## config.mk

```make
export PLATFORM = sky130hd
export DESIGN_NAME = scan_chain_responder_flat
export DESIGN_NICKNAME = d
export VERILOG_FILES = /design/src/rtl/scan_chain_responder_if.sv /design/src/rtl/scan_chain_responder.sv /design/src/flat_wrapper.sv
export SDC_FILE = /design/constraint.sdc
export NUM_CORES = 1
export LEC_CHECK = 0
export BUFFER_PORTS_ARGS = -buffer_cell sky130_fd_sc_hd__buf_2
export CAP_MARGIN = 20
export CORE_MARGIN = 8
export CORE_UTILIZATION = 39
export DETAILED_ROUTE_END_ITERATION = 8
export GPL_TIMING_DRIVEN = 0
export HOLD_SLACK_MARGIN = 0.03
export PLACE_DENSITY = 0.68
export SYNTH_ARGS = -nofsm -noshare
export SYNTH_HDL_FRONTEND = slang
export SYNTH_SLANG_ARGS = --single-unit
export TNS_END_PERCENT = 1
```

## constraint.sdc

```tcl
create_clock -name clk -period 1.9 [get_ports clk]
set_clock_uncertainty 0.15 [all_clocks]
set_input_delay 0.19 -clock clk [delete_from_list [all_inputs] [get_ports clk]]
set_output_delay 0.19 -clock clk [all_outputs]
set_load 0.05 [all_outputs]
```

## src/rtl/scan_chain_responder_if.sv

```systemverilog
// ----------------------------------------------------------------------------
// scan_chain_responder_if
//   Groups the scan pins, the core-facing state/next-state buses and the
//   self-test status outputs of scan_chain_responder into one bundle.
//
//   Signals (directions as seen from the responder, i.e. the slave modport):
//     NbarT      in   1      1 = scan shift, 0 = functional capture
//     Si         in   1      scan serial input
//     So         out  1      scan serial output (last chain bit)
//     d_next     in   FF     functional next state from the core, [1:FF]
//     state_q    out  FF     current state to the core, [1:FF]
//     po         in   PO_W   primary outputs of the core
//     sig        out  PO_W   MISR signature
//     shift_cnt  out  8      length of current/last shift burst
//     cap_cnt    out  CNT_W  capture cycles since reset
//     burst_err  out  1      sticky protocol error flag
//
//   master: the tester / core side that drives mode, scan data and core data.
//   slave : the responder itself.
// ----------------------------------------------------------------------------
interface scan_chain_responder_if #(
  parameter int FF    = 18,
  parameter int PO_W  = 14,
  parameter int CNT_W = 16
);
  logic             NbarT;
  logic             Si;
  logic             So;
  logic [1:FF]      d_next;
  logic [1:FF]      state_q;
  logic [PO_W-1:0]  po;
  logic [PO_W-1:0]  sig;
  logic [7:0]       shift_cnt;
  logic [CNT_W-1:0] cap_cnt;
  logic             burst_err;

  modport master (
    output NbarT, Si, d_next, po,
    input  So, state_q, sig, shift_cnt, cap_cnt, burst_err
  );

  modport slave (
    input  NbarT, Si, d_next, po,
    output So, state_q, sig, shift_cnt, cap_cnt, burst_err
  );
endinterface

```

## src/rtl/scan_chain_responder.sv

```systemverilog
// ----------------------------------------------------------------------------
// scan_chain_responder
//   Device-side end of a full-scan test protocol. Holds the FF-bit state
//   register of a scan-inserted circuit. While NbarT=1 the register shifts
//   Si -> state_q[1] -> ... -> state_q[FF] -> So. While NbarT=0 it captures
//   the core's functional next state and folds the primary outputs into a
//   MISR signature. Shift bursts are measured so that on-chip self-test can
//   confirm a tester loads exactly FF bits between captures.
//
//   Ports:
//     clk   in  rising-edge clock
//     rst   in  synchronous active-high reset (clears every register)
//     bus   scan_chain_responder_if.slave
//             NbarT, Si, d_next, po               -> inputs
//             So, state_q, sig, shift_cnt,
//             cap_cnt, burst_err                  -> registered outputs
//
//   All outputs come straight from flops; there is no combinational path
//   from any input to any output.
// ----------------------------------------------------------------------------
module scan_chain_responder #(
  parameter int              FF        = 18,
  parameter int              PO_W      = 14,
  parameter logic [PO_W-1:0] MISR_POLY = 14'h2011,
  parameter int              CNT_W     = 16
) (
  input  logic                  clk,
  input  logic                  rst,
  scan_chain_responder_if.slave bus
);

  // Mode of the previous edge. Only the transition CAPTURE->SHIFT restarts
  // the burst counter and only SHIFT->CAPTURE ends (and judges) a burst.
  typedef enum logic {
    CAPTURE = 1'b0,
    SHIFT   = 1'b1
  } mode_e;

  mode_e            r_mode;
  mode_e            w_mode_nxt;

  logic [1:FF]      r_state;
  logic [1:FF]      w_state_nxt;
  logic [PO_W-1:0]  r_sig;
  logic [PO_W-1:0]  w_sig_nxt;
  logic [7:0]       r_shift_cnt;
  logic [7:0]       w_shift_cnt_nxt;
  logic [CNT_W-1:0] r_cap_cnt;
  logic [CNT_W-1:0] w_cap_cnt_nxt;
  logic             r_burst_err;
  logic             w_burst_err_nxt;
  logic             w_burst_bad;

  // Burst counter increment, holding at 255 so very long bursts stay
  // visibly "too long" instead of wrapping back to a legal-looking value.
  function automatic logic [7:0] sat_inc8(input logic [7:0] v);
    logic [7:0] r;
    r = (v == 8'hFF) ? v : v + 8'd1;
    return r;
  endfunction

  // Capture counter increment, holding at all-ones.
  function automatic logic [CNT_W-1:0] sat_inc_cnt(input logic [CNT_W-1:0] v);
    logic [CNT_W-1:0] r;
    r = (&v) ? v : v + {{(CNT_W-1){1'b0}}, 1'b1};
    return r;
  endfunction

  // One MISR step: Galois-style shift left, feed the dropped MSB back through
  // the tap mask, then fold in the parallel primary-output word.
  function automatic logic [PO_W-1:0] misr_step(input logic [PO_W-1:0] s,
                                                input logic [PO_W-1:0] p);
    logic [PO_W-1:0] sh;
    sh = {s[PO_W-2:0], 1'b0};
    return sh ^ (s[PO_W-1] ? MISR_POLY : {PO_W{1'b0}}) ^ p;
  endfunction

  // A burst is legal only when exactly FF bits were shifted. Compared at
  // 32 bits so that an FF beyond the counter range can never match a
  // saturated count.
  assign w_burst_bad = ({24'd0, r_shift_cnt} != 32'(FF));

  // Next-state / next-output decode
  always_comb begin
    w_mode_nxt      = CAPTURE;
    w_state_nxt     = r_state;
    w_sig_nxt       = r_sig;
    w_shift_cnt_nxt = r_shift_cnt;
    w_cap_cnt_nxt   = r_cap_cnt;
    w_burst_err_nxt = r_burst_err;

    if (bus.NbarT) begin
      w_mode_nxt  = SHIFT;
      // Index 1 is the leftmost packed bit, so Si enters at state_q[1] and
      // the old state_q[FF] falls off the end (it was already on So).
      w_state_nxt = {bus.Si, r_state[1:FF-1]};
      if (r_mode == CAPTURE) begin
        w_shift_cnt_nxt = 8'd1;
      end else begin
        w_shift_cnt_nxt = sat_inc8(r_shift_cnt);
      end
    end else begin
      w_mode_nxt    = CAPTURE;
      w_state_nxt   = bus.d_next;
      w_sig_nxt     = misr_step(r_sig, bus.po);
      w_cap_cnt_nxt = sat_inc_cnt(r_cap_cnt);
      // shift_cnt is left alone so the length of the burst just ended can
      // still be read. Back-to-back captures never judge a burst.
      if ((r_mode == SHIFT) && w_burst_bad) begin
        w_burst_err_nxt = 1'b1;
      end
    end
  end

  // Register stage: everything, including the scan data, is cleared by rst
  // so that a reset mid-burst discards the partial load.
  always_ff @(posedge clk) begin
    if (rst) begin
      r_mode      <= CAPTURE;
      r_state     <= '0;
      r_sig       <= '0;
      r_shift_cnt <= '0;
      r_cap_cnt   <= '0;
      r_burst_err <= 1'b0;
    end else begin
      r_mode      <= w_mode_nxt;
      r_state     <= w_state_nxt;
      r_sig       <= w_sig_nxt;
      r_shift_cnt <= w_shift_cnt_nxt;
      r_cap_cnt   <= w_cap_cnt_nxt;
      r_burst_err <= w_burst_err_nxt;
    end
  end

  // So is the last chain flop itself, so it shows the bit about to leave.
  assign bus.So        = r_state[FF];
  assign bus.state_q   = r_state;
  assign bus.sig       = r_sig;
  assign bus.shift_cnt = r_shift_cnt;
  assign bus.cap_cnt   = r_cap_cnt;
  assign bus.burst_err = r_burst_err;

endmodule

```

## src/flat_wrapper.sv

```systemverilog
// flat-port wrapper written by rule: the top's interface ports become plain ports
module scan_chain_responder_flat 
#(
  parameter int              FF        = 18,
  parameter int              PO_W      = 14,
  parameter logic [PO_W-1:0] MISR_POLY = 14'h2011,
  parameter int              CNT_W     = 16
)
  (clk, rst, bus_NbarT, bus_Si, bus_d_next, bus_po, bus_So, bus_state_q, bus_sig, bus_shift_cnt, bus_cap_cnt, bus_burst_err);
  scan_chain_responder_if #(.FF(FF), .PO_W(PO_W), .CNT_W(CNT_W)) bus_i ();
  input  logic clk;
  input  logic rst;
  input wire logic [$bits(bus_i.NbarT)-1:0] bus_NbarT;
  input wire logic [$bits(bus_i.Si)-1:0] bus_Si;
  input wire logic [$bits(bus_i.d_next)-1:0] bus_d_next;
  input wire logic [$bits(bus_i.po)-1:0] bus_po;
  output wire logic [$bits(bus_i.So)-1:0] bus_So;
  output wire logic [$bits(bus_i.state_q)-1:0] bus_state_q;
  output wire logic [$bits(bus_i.sig)-1:0] bus_sig;
  output wire logic [$bits(bus_i.shift_cnt)-1:0] bus_shift_cnt;
  output wire logic [$bits(bus_i.cap_cnt)-1:0] bus_cap_cnt;
  output wire logic [$bits(bus_i.burst_err)-1:0] bus_burst_err;
  assign bus_i.NbarT = bus_NbarT;
  assign bus_i.Si = bus_Si;
  assign bus_i.d_next = bus_d_next;
  assign bus_i.po = bus_po;
  assign bus_So = bus_i.So;
  assign bus_state_q = bus_i.state_q;
  assign bus_sig = bus_i.sig;
  assign bus_shift_cnt = bus_i.shift_cnt;
  assign bus_cap_cnt = bus_i.cap_cnt;
  assign bus_burst_err = bus_i.burst_err;
  scan_chain_responder #(.FF(FF), .PO_W(PO_W), .MISR_POLY(MISR_POLY), .CNT_W(CNT_W)) u_core (.clk(clk), .rst(rst), .bus(bus_i));
endmodule
```

==> key figures, run 1 <==
Run status
  • Status: finished, final reports clean

Synthesis
  • Synth warn: 0
  • Syn Area/Cell: 8.855 um2
  • Ys flop type: dfxtp_1
  • Cells after Synth: about 300
  • Sequential area share after synthesis: 0.4415
  • Ranking of synthesized cells by area: dfxtp_1 (44%), mux2i_1 (8.0%), nor2_1 (5.6%), nand2_1 (5.0%), a21oi_1 (4.9%)
  • Mapped Nets: ~340
  • Yosys top cell by area: dfxtp_1
  • Seq cells post-synth: between 50 and 60
  • Most common library cells after synthesis: dfxtp_1 (58), nor2_1 (39), nand2_1 (35)
  • Distinct cells, synth: 50
  • Mapped Area: 2630 um2
  • Share of the synthesized area in the top cell type: 0.4415
  • Top-count cell post-synth: dfxtp_1
  • Post-synth EDFFs: 0
  • Share of async-settable or async-resettable flops after synthesis: 0

Critical path
  • Delay-heaviest family, CP: compound AO/OA/AOI/OAI gates
  • CP max stage cell: dfxtp_1
  • Crit path kind: reg2reg
  • Critical Path AT: ~1.9 ns
  • CP Data Required Time: just under 2 ns
  • CP Buf/Inv Count: 1
  • Max incr delay on CP: approximately 0.4 ns
  • CP Launch Type: flip-flop
  • Worst Setup End Kind: flip-flop
  • Worst Path Max Fanout: 9
  • Worst reg-to-reg setup slack: 0.08 ns
  • CP cell instances: ha_1 > clkbuf_1 > nand4_1 > o21ai_0 > a21oi_1 > o21a_1

Routing
  • Final ANT Viol Nets: 0
  • Routed wire length: ~8000 um
  • Vias per std cell: between 5 and 6
  • Total number of vias: ~2700
  • First-pass DRT Iterations: 4
  • DRT iter0 DRCs: 97
  • DR DRC count: 0
  • Wire per inst: approximately 15 um

STA
  • Final worst slack: 0.07908 ns
  • Final hold vios: 0
  • Minimum clock period: between 1.5 and 2 ns
  • RSZ-0062 raised after global routing: true
  • Achievable frequency: between 500 and 600 MHz
  • Slew Limit Fails: 0
  • Final Setup Violations: 0
  • Actual slew at the worst max-slew pin: around 0.58 ns
  • Slew HR: 0.6091
  • Post-route clock period utilization: 0.9584

CTS
  • H-tree Lvls: 3
  • CTS tree: done
  • CTS Buffer Depth: 2
  • # clock sinks: 58
  • CTS root buffer: clkbuf_8
  • Cts bufs inserted: 9
  • Reg clk slew, reported paths: around 0.06 ns
  • Worst-skew pair later-pin latency: 0.34 ns

Placed design
  • Worst slack, placed: -0.1248 ns
  • DPL Wire Length: ~5400 um
  • PortBufs: 93
  • Placed Instances: 470
  • Routability cong.: 0.8455

Pwr
  • Peak VDD IR: between 0.4 and 0.5 mV
  • P_leak: between 1.5 and 2 nW
  • Power per cell area: between 700 and 800 nW/um2

Final layout
  • Synth-to-Final Area Change: 42.34%
  • Ant diodes: 0
  • Final Core Density: 0.5635
  • Proportion of layout cells with a drive suffix above 1: 0.3089
  • Finished Layout Cells: about 520
  • Fin nets: roughly 470
  • Fillers: 610

GRT
  • First-pass GRT wire length: 13320 um
  • Global-route usage over all layers: 0.1709
  • Vias in the first global route: between 2000 and 3000
  • Largest net degree at the start of global routing: 11
  • Gr ovfl total: 0
  • Antenna violations before repair: 0

Die
  • Placement Rows: 30
  • Die Span Y: around 98 um
  • Initial core utilization: 0.3959
  • Die width: between 90 and 100 um
  • Num ports: 94
  • Core area: roughly 6600 um2
  • Die area: between 9000 and 10000 um2

Min path
  • Hold Crit Class: in2reg

Job
  • MaxCap Viol Count: 0
worst register-to-register path, cell delays in order (launching register included):
cell	delay [ns]
dfxtp_1	0.41
ha_1	0.18
clkbuf_1	0.29
nand4_1	0.16
o21ai_0	0.28
a21oi_1	0.11
o21a_1	0.13
layout by cell type, fill, tap and decap left out, types with 3 or more instances in the layout:
cell	synthesis	final
or3_1	3	3
clkbuf_8	0	12
buf_1	3	3
xnor2_1	3	3
nor2_1	39	38
nand4_1	8	8
a211oi_1	5	5
dfxtp_1	58	46
nor3_1	8	8
clkbuf_1	9	11
nand3_1	7	7
dlygate4sd3_1	0	31
o21ai_0	7	7
and3_1	3	3
mux2i_1	21	21
buf_2	2	95
dfxtp_2	0	10
a31oi_1	3	3
xor2_1	12	12
nand2b_1	5	5
a21oi_1	26	26
nand2_1	35	35
layout make-up:
class | count | area [um2] | share of cell area
plain buffers | 15 | 62.56 | 0.01671
clock buffers | 14 | 172.7 | 0.04612
clock inverters | 2 | 10.01 | 0.002674
inverters | 2 | 7.507 | 0.002005
multi-input cells | 222 | 1434 | 0.3830
flip-flops and latches | 58 | 1181 | 0.3155
well taps | 80 | 100.1 | 0.02674
repair buffers | 124 | 775.7 | 0.2072
kinds of logic after synthesis:
| kind of cell | count (synthesis) | share of synthesized area |
|---|---|---|
| DFF | 58 | 0.4415 |
| AOI/OAI and AO/OA | 52 | 0.1194 |
| buffers and inverters | 17 | 0.02664 |
| adders and majority gates | 3 | 0.01427 |
| xor gates and xnor gates | 15 | 0.04995 |
| muxes | 23 | 0.08849 |
| and+or+nand+nor | 129 | 0.2598 |
final timing paths:
path / depth (start not counted) / from / endpoint
worst max-delay path: 6 / u_core.bus.shift_cnt[1] / u_core.bus.shift_cnt[0]
worst min-delay path: 4 / bus_po[13] / u_core.bus.sig[13]
worst max register to register: 6 / u_core.bus.shift_cnt[1] / u_core.bus.shift_cnt[0]
worst min register to register: 2 / u_core.bus.burst_err / u_core.bus.burst_err
power breakdown:
| group | leakage, nW | internal (mW) | switching, mW |
|---|---|---|---|
| registers | 0.481 | 1.27 | 0.0457 |
| clock network | 0.0965 | 0.577 | 0.484 |
| logic | 1.14 | 0.183 | 0.340 |
routing by layer:
| layer | track usage | part of all wire | vias to the layer above |
|---|---|---|---|
| met5 | 0 | 0 | - |
| met4 | 0.07914 | 0.019 | 0 |
| met3 | 0.06543 | 0.068 | 16 |
| met2 | 0.2914 | 0.50 | 72 |
| met1 | 0.1824 | 0.41 | 1251 |
| li1 | - | - | 1329 |
state kept, by name, indices dropped and copies added, names as in the netlist:
name,flops
u_core.bus.cap_cnt,16
u_core.bus.sig,14
u_core.bus.burst_err,1
u_core.bus.state_q,18
u_core.bus.shift_cnt,8
u_core.r_mode,1
metrics by stage:
step	area, um2	TNS, ns	hold WS [ns]	power, mW
floorplan	2650	-0.2713	0.1839	1.671
global placement	3216	-0.08660	0.2706	1.801
detailed placement	3216	-0.3264	0.2798	1.810
CTS	3719	0	0.08359	2.915
global route	3744	-0.1058	0.09278	3.026
finish	3744	0	0.1001	2.900
repair_timing:
item / CTS / global route
hold buffers: 31 / 0
resized for setup: 3 / 3
setup buffers: 0 / 0
hold endpoints to repair: 30 / 0
setup endpoints to repair: 3 / 8
Note: power is estimated with default switching activity, not from simulation.
==> inputs of run 2 (changes only) <==
BUFFER_PORTS_ARGS = default   (was -buffer_cell sky130_fd_sc_hd__buf_2)
DONT_BUFFER_PORTS = 1   (was default)
PLACE_DENSITY = default   (was 0.68)
clock period = 1.8 ns   (was 1.9 ns; I/O delays follow)
==> run 2 against run 1 <==
Net effect:
- the flow now finishes with violations (setup timing)
- sequential power grew 20%
- highest routed layer unchanged
- routed wire length down 6.6%
- setup slack worse by 0.15 ns
- worst hold slack got worse by 0.049 ns
- core utilization decreased by 5.2 points
==> key figures, run 2 (synthesis gave the netlist of run 1 again) <==
STA
  • Final hold vios: 0 (unchanged)
  • Final worst slack: -0.06862 ns (-0.1477 ns)
  • Slew Limit Fails: 0 (unchanged)
  • Minimum clock period: 1.869 ns (+0.04770 ns)
  • Actual slew at the worst max-slew pin: 0.6413 ns (+0.05948 ns)
  • Slew HR: 0.5719 (-0.03725)
  • RSZ-0062 raised after global routing: true
  • Achievable frequency: 535.2 MHz (-2.6%)
  • Final Setup Violations: 4 (+4)
  • Post-route clock period utilization: 1.038 (+0.07974)

Final layout
  • Synth-to-Final Area Change: 29.31%
  • Commonest non-fill, non-tap cell in the layout: nor2_1
  • Final Core Density: 0.5119 (-0.05160)
  • Register area: 1230 um2 (+4.1%)
  • Footprint of the multi-input gates: 1486 um2 (+3.7%)
  • Number of flip-flops in the largest register: 18 (unchanged)
  • Fillers: 605 (-0.82%)
  • Proportion of layout cells with a drive suffix above 1: 0.1920 (-0.1169)
  • Fin nets: 384 (-18%)
  • Ant diodes: 0 (unchanged)
  • Most frequent cells in the layout: nor2_1 (37), dfxtp_1 (35), nand2_1 (34)
  • Post-route design area: 3401 um2 (-9.2%)

Routing
  • DR DRC count: 0 (unchanged)
  • First-pass DRT Iterations: 4 (unchanged)
  • Final ANT Viol Nets: 0 (unchanged)
  • Vias per std cell: 5.385 (+4.3%)
  • DRT iter0 DRCs: 60 (-38%)
  • Total number of vias: 2310 (-13%)
  • Routed wire length: 7482 um (-6.6%)
  • Wire per inst: 17.44 um (+13%)

Die
  • Initial core utilization: 0.3959 (unchanged)
  • Die Span Y: 98.12 um (unchanged)
  • Die width: 98.12 um (unchanged)
  • Placement Rows: 30 (unchanged)
  • Num ports: 94 (unchanged)
  • Core area: 6644 um2 (unchanged)
  • Die area: 9628 um2 (unchanged)

Critical path
  • Critical Path AT: 1.93 ns (+0.03 ns)
  • Worst Path Max Fanout: 5 (-4)
  • CP Launch Type: flip-flop
  • Worst Setup End Kind: flip-flop
  • Crit path kind: reg2reg
  • CP Data Required Time: 1.86 ns (-0.12 ns)

Pwr
  • Peak VDD IR: 0.4494 mV (-7.0%)
  • P_leak: 1.327 nW (-23%)
  • Power per cell area: 828.4 nW/um2 (+6.9%)

CTS
  • H-tree Lvls: 3 (unchanged)
  • CTS tree: done
  • CTS root buffer: clkbuf_8
  • CTS Buffer Depth: 2 (unchanged)
  • Reg clk slew, reported paths: 0.07 ns (about the same)
  • Worst-skew pair later-pin latency: 0.32 ns (-0.02 ns)
  • # clock sinks: 58 (unchanged)
  • Cts bufs inserted: 9 (unchanged)

Placed design
  • PortBufs: 0 (-100%)
  • DPL Wire Length: 5056 um (-7.0%)
  • Routability cong.: 0.7837 (-7.3%)
  • Placed Area: 2759 um2 (-14%)

GRT
  • Largest net degree at the start of global routing: 11 (unchanged)
  • Met2 GRT Util: 0.2587 (-0.03267)
  • Global-route usage over all layers: 0.1572 (-0.01371)
  • Antenna violations before repair: 0 (unchanged)
  • Met3 Usage GRT: 0.06117 (-0.004267)
  • Gr ovfl total: 0 (unchanged)
  • GR peak layer: met2
  • First-pass GRT wire length: 12350 um (-7.3%)
  • Grt met1 use: 0.1770 (-0.005427)
  • Vias in the first global route: 2423 (-12%)

Run status
  • Status: finished with violations
  • Failing checks: setup timing

Job
  • MaxCap Viol Count: 0 (unchanged)

Min path
  • Hold Crit Class: in2reg
[run 2: worst paths after layout]
check / cells past startpoint / to / startpoint / slack [ns]
min: 4 / u_core.bus.sig[4] / bus_po[4] / 0.05
max: 5 / u_core.bus.cap_cnt[7] / u_core.bus.cap_cnt[0] / -0.07
min reg2reg: 2 / u_core.bus.shift_cnt[6] / u_core.r_mode / 0.43
max reg2reg: 5 / u_core.bus.cap_cnt[7] / u_core.bus.cap_cnt[0] / -0.07
[run 2: timing repair]
item,CTS,global route
pin swaps,5,2
gates resized for setup,29,11
endpoints found under the setup margin,22,21
setup buffers,4,0
endpoints found under the hold margin,33,0
hold buffers,33,0
[run 2: stage by stage]
stage	hold WS, ns	cells	TNS, ns	worst slack (ns)	power [mW]
4_1_cts	0.03172	429	-0.2241	-0.05779	2.858
3_5_place_dp	0.1852	377	-2.965	-0.3110	1.821
3_3_place_gp	0.1770	377	-2.685	-0.3135	1.815
5_1_grt	0.04588	429	-0.9028	-0.1687	2.937
6_report	0.05119	429	-0.1959	-0.06862	2.817
2_1_floorplan	0.1739	297	-0.3766	-0.1137	1.763
[run 2: power breakdown]
part	switching (mW)	internal [mW]
Clock	0.493	0.483
Sequential	0.257	1.32
Combinational	0.128	0.134
Total	0.878	1.94
[run 2: final cells by class]
cell class,instances,area share
Tap cell,80,0.02943
Inverter,2,0.002208
Sequential cell,58,0.3617
Multi-Input combinational cell,222,0.4371
Clock inverter,4,0.005887
Buffer,15,0.01913
Timing Repair Buffer,37,0.1060
Clock buffer,11,0.03863
[run 2: routing by layer]
layer  vias up  part of all wire
li1       1150                 -
met5         -                 0
met4         0            0.0087
met1      1079              0.43
met2        75              0.48
met3         6             0.084
[run 2: worst max-delay path: stages, from the launching register on]
cell and delay [ns]:
dfxtp_4 0.48, ha_4 0.23, nand2_4 0.07, or4_4 0.44, nand3_2 0.10, mux2_4 0.29
==> inputs of run 3 (changes only) <==
PLACE_DENSITY_LB_ADDON = 0.05   (was default)
==> run 3 against run 2 <==
Net effect:
- the flow still finishes with violations (setup timing)
- register-to-register slack about the same
- non-clock buffer count grew 6
- core utilization is 1.7 points higher
==> key figures, run 3 (synthesis gave the netlist of run 1 again) <==
Run status
  • Status: finished with violations
  • Failing checks: setup timing

Final layout
  • Most frequent cells in the layout: nor2_1 (37), dlygate4sd3_1 (36), nand2_1 (34), dfxtp_1 (34), a21oi_1 (25)
  • Fin nets: 390 (+1.6%)
  • Register area: 1236 um2 (+0.51%)
  • Footprint of the multi-input gates: 1458 um2 (-1.9%)
  • Commonest non-fill, non-tap cell in the layout: nor2_1
  • Proportion of layout cells with a drive suffix above 1: 0.1994 (+0.007461)
  • Fillers: 626 (+3.5%)
  • Synth-to-Final Area Change: 33.49%
  • Ant diodes: 0 (unchanged)
  • Number of flip-flops in the largest register: 18 (unchanged)

Min path
  • Hold Crit Class: in2reg

Die
  • Num ports: 94 (unchanged)
  • Die width: 98.12 um (unchanged)
  • Initial core utilization: 0.3959 (unchanged)
  • Die Span Y: 98.12 um (unchanged)
  • Die area: 9628 um2 (unchanged)
  • Core area: 6644 um2 (unchanged)
  • Placement Rows: 30 (unchanged)

Routing
  • DR DRC count: 0 (unchanged)
  • Vias per std cell: 5.447 (+1.2%)
  • DRT iter0 DRCs: 65 (+8.3%)
  • Total number of vias: 2375 (+2.8%)
  • First-pass DRT Iterations: 5 (+1)
  • Max layer used: met4
  • Metal1 wirelength: 3456 um (+7.6%)
  • Met2 WL: 3568 um (-0.14%)
  • Final ANT Viol Nets: 0 (unchanged)
  • Met3 wire len: 505 um (-20%)
  • Routed wire length: 7570 um (+1.2%)
  • Wire per inst: 17.36 um (-0.45%)

Pwr
  • Peak VDD IR: 0.5020 mV (+12%)
  • P_leak: 1.377 nW (+3.8%)
  • Power per cell area: 912.1 nW/um2 (+10%)

GRT
  • Global-route usage over all layers: 0.1566 (-0.0005736)
  • Gr ovfl total: 0 (unchanged)
  • Vias in the first global route: 2444 (+0.87%)
  • Largest net degree at the start of global routing: 11 (unchanged)
  • Antenna violations before repair: 0 (unchanged)
  • First-pass GRT wire length: 12400 um (+0.39%)

CTS
  • Reg clk slew, reported paths: 0.07 ns (about the same)
  • # clock sinks: 58 (unchanged)
  • Worst-skew pair later-pin latency: 0.33 ns (about the same)
  • CTS tree: done
  • CTS Buffer Depth: 2 (unchanged)
  • CTS root buffer: clkbuf_8
  • H-tree Lvls: 3 (unchanged)
  • Cts bufs inserted: 9 (unchanged)

Critical path
  • CP Launch Type: flip-flop
  • Worst Path Max Fanout: 5 (unchanged)
  • Critical Path AT: 1.95 ns (+0.02 ns)
  • Crit path kind: reg2reg
  • Worst flop-to-flop path startpoint: u_core.bus.cap_cnt[0]
  • Reg-to-Reg End: u_core.bus.cap_cnt[7]
  • CP Data Required Time: 1.87 ns (about the same)
  • Worst setup path endpoint: u_core.bus.cap_cnt[7]
  • Worst Setup End Kind: flip-flop
  • Worst r2r path cells: 5 (unchanged)
  • Worst reg-to-reg setup slack: -0.08 ns (about the same)
  • Worst setup path startpoint: u_core.bus.cap_cnt[0]

Placed design
  • DPL Wire Length: 5069 um (+0.27%)
  • PortBufs: 0 (unchanged)
  • Routability cong.: 0.7726 (-1.4%)
  • Worst slack, placed: -0.3563 ns (-0.04528 ns)

STA
  • Slew Limit Fails: 0 (unchanged)
  • Post-route clock period utilization: 1.046 (+0.007602)
  • RSZ-0062 raised after global routing: true
  • Final TNS setup: -0.1102 ns (+0.08565 ns)
  • Actual slew at the worst max-slew pin: 0.7449 ns (+0.1036 ns)
  • Achievable frequency: 531.3 MHz (-0.73%)
  • Final Setup Violations: 3 (-1)
  • Final worst slack: -0.08231 ns (-0.01368 ns)
  • Minimum clock period: 1.882 ns (+0.01368 ns)
  • Final hold vios: 0 (unchanged)
  • Slew HR: 0.5034 (-0.06847)

Job
  • MaxCap Viol Count: 0 (unchanged)
==> run 3: worst max-delay path, cell delays in order, from the launching register on <==
cell     delay [ns]
dfxtp_4        0.48
ha_4           0.22
nand2_2        0.08
or4_4          0.43
nand3_2        0.09
mux2_1         0.31
==> run 3: worst min path at each step <==
stage                              from                     end  slack (ns)  depth (start not counted)
after floorplan           bus_d_next[8]  u_core.bus.state_q[10]        0.17                          2
after global placement    bus_d_next[2]  u_core.bus.state_q[16]        0.18                          2
after detailed placement  bus_d_next[7]  u_core.bus.state_q[11]        0.18                          2
after CTS                           rst  u_core.bus.cap_cnt[15]        0.04                          3
after global routing                rst  u_core.bus.cap_cnt[15]        0.05                          3
final                               rst  u_core.bus.cap_cnt[15]        0.06                          3
==> run 3: routing by layer <==
layer,vias to the layer above,global-route usage
met5,-,0
met4,0,0.05396
met3,6,0.05761
met2,64,0.2503
met1,1139,0.1884
li1,1166,-
==> run 3: area by class of cell <==
class	count	share of cell area
Buffer	15	0.01853
Clock buffer	13	0.05417
Clock inverter	3	0.01176
Inverter	2	0.002138
Multi-Input combinational cell	222	0.4152
Sequential cell	58	0.3521
Tap cell	80	0.02851
Timing Repair Buffer	43	0.1176
==> run 3: through the flow <==
| stage | util | hold slack, ns | instance area, um2 | cells | power (mW) |
|---|---|---|---|---|---|
| after global routing | 0.5284 | 0.05433 | 3511 | 436 | 3.351 |
| after detailed placement | 0.4153 | 0.1844 | 2759 | 377 | 1.821 |
| after global placement | 0.4153 | 0.1764 | 2759 | 377 | 1.818 |
| final | 0.5284 | 0.05566 | 3511 | 436 | 3.202 |
| after CTS | 0.5215 | 0.03505 | 3465 | 432 | 3.253 |
| after floorplan | - | 0.1739 | 2659 | 297 | 1.763 |
==> run 3: power breakdown <==
group	internal [mW]	switching (mW)	leakage, nW
Clock	0.836	0.527	0.121
Sequential	1.32	0.256	0.492
Combinational	0.136	0.129	0.764
Total	2.29	0.912	1.38
==> run 3: timing repair <==
item | 4_1_cts | 5_1_grt
setup buffers | 3 | 4
pin swaps | 7 | 3
endpoints found under the hold margin | 35 | 0
gates resized for setup | 29 | 8
hold buffers | 36 | 0
setup endpoints to repair | 22 | 18
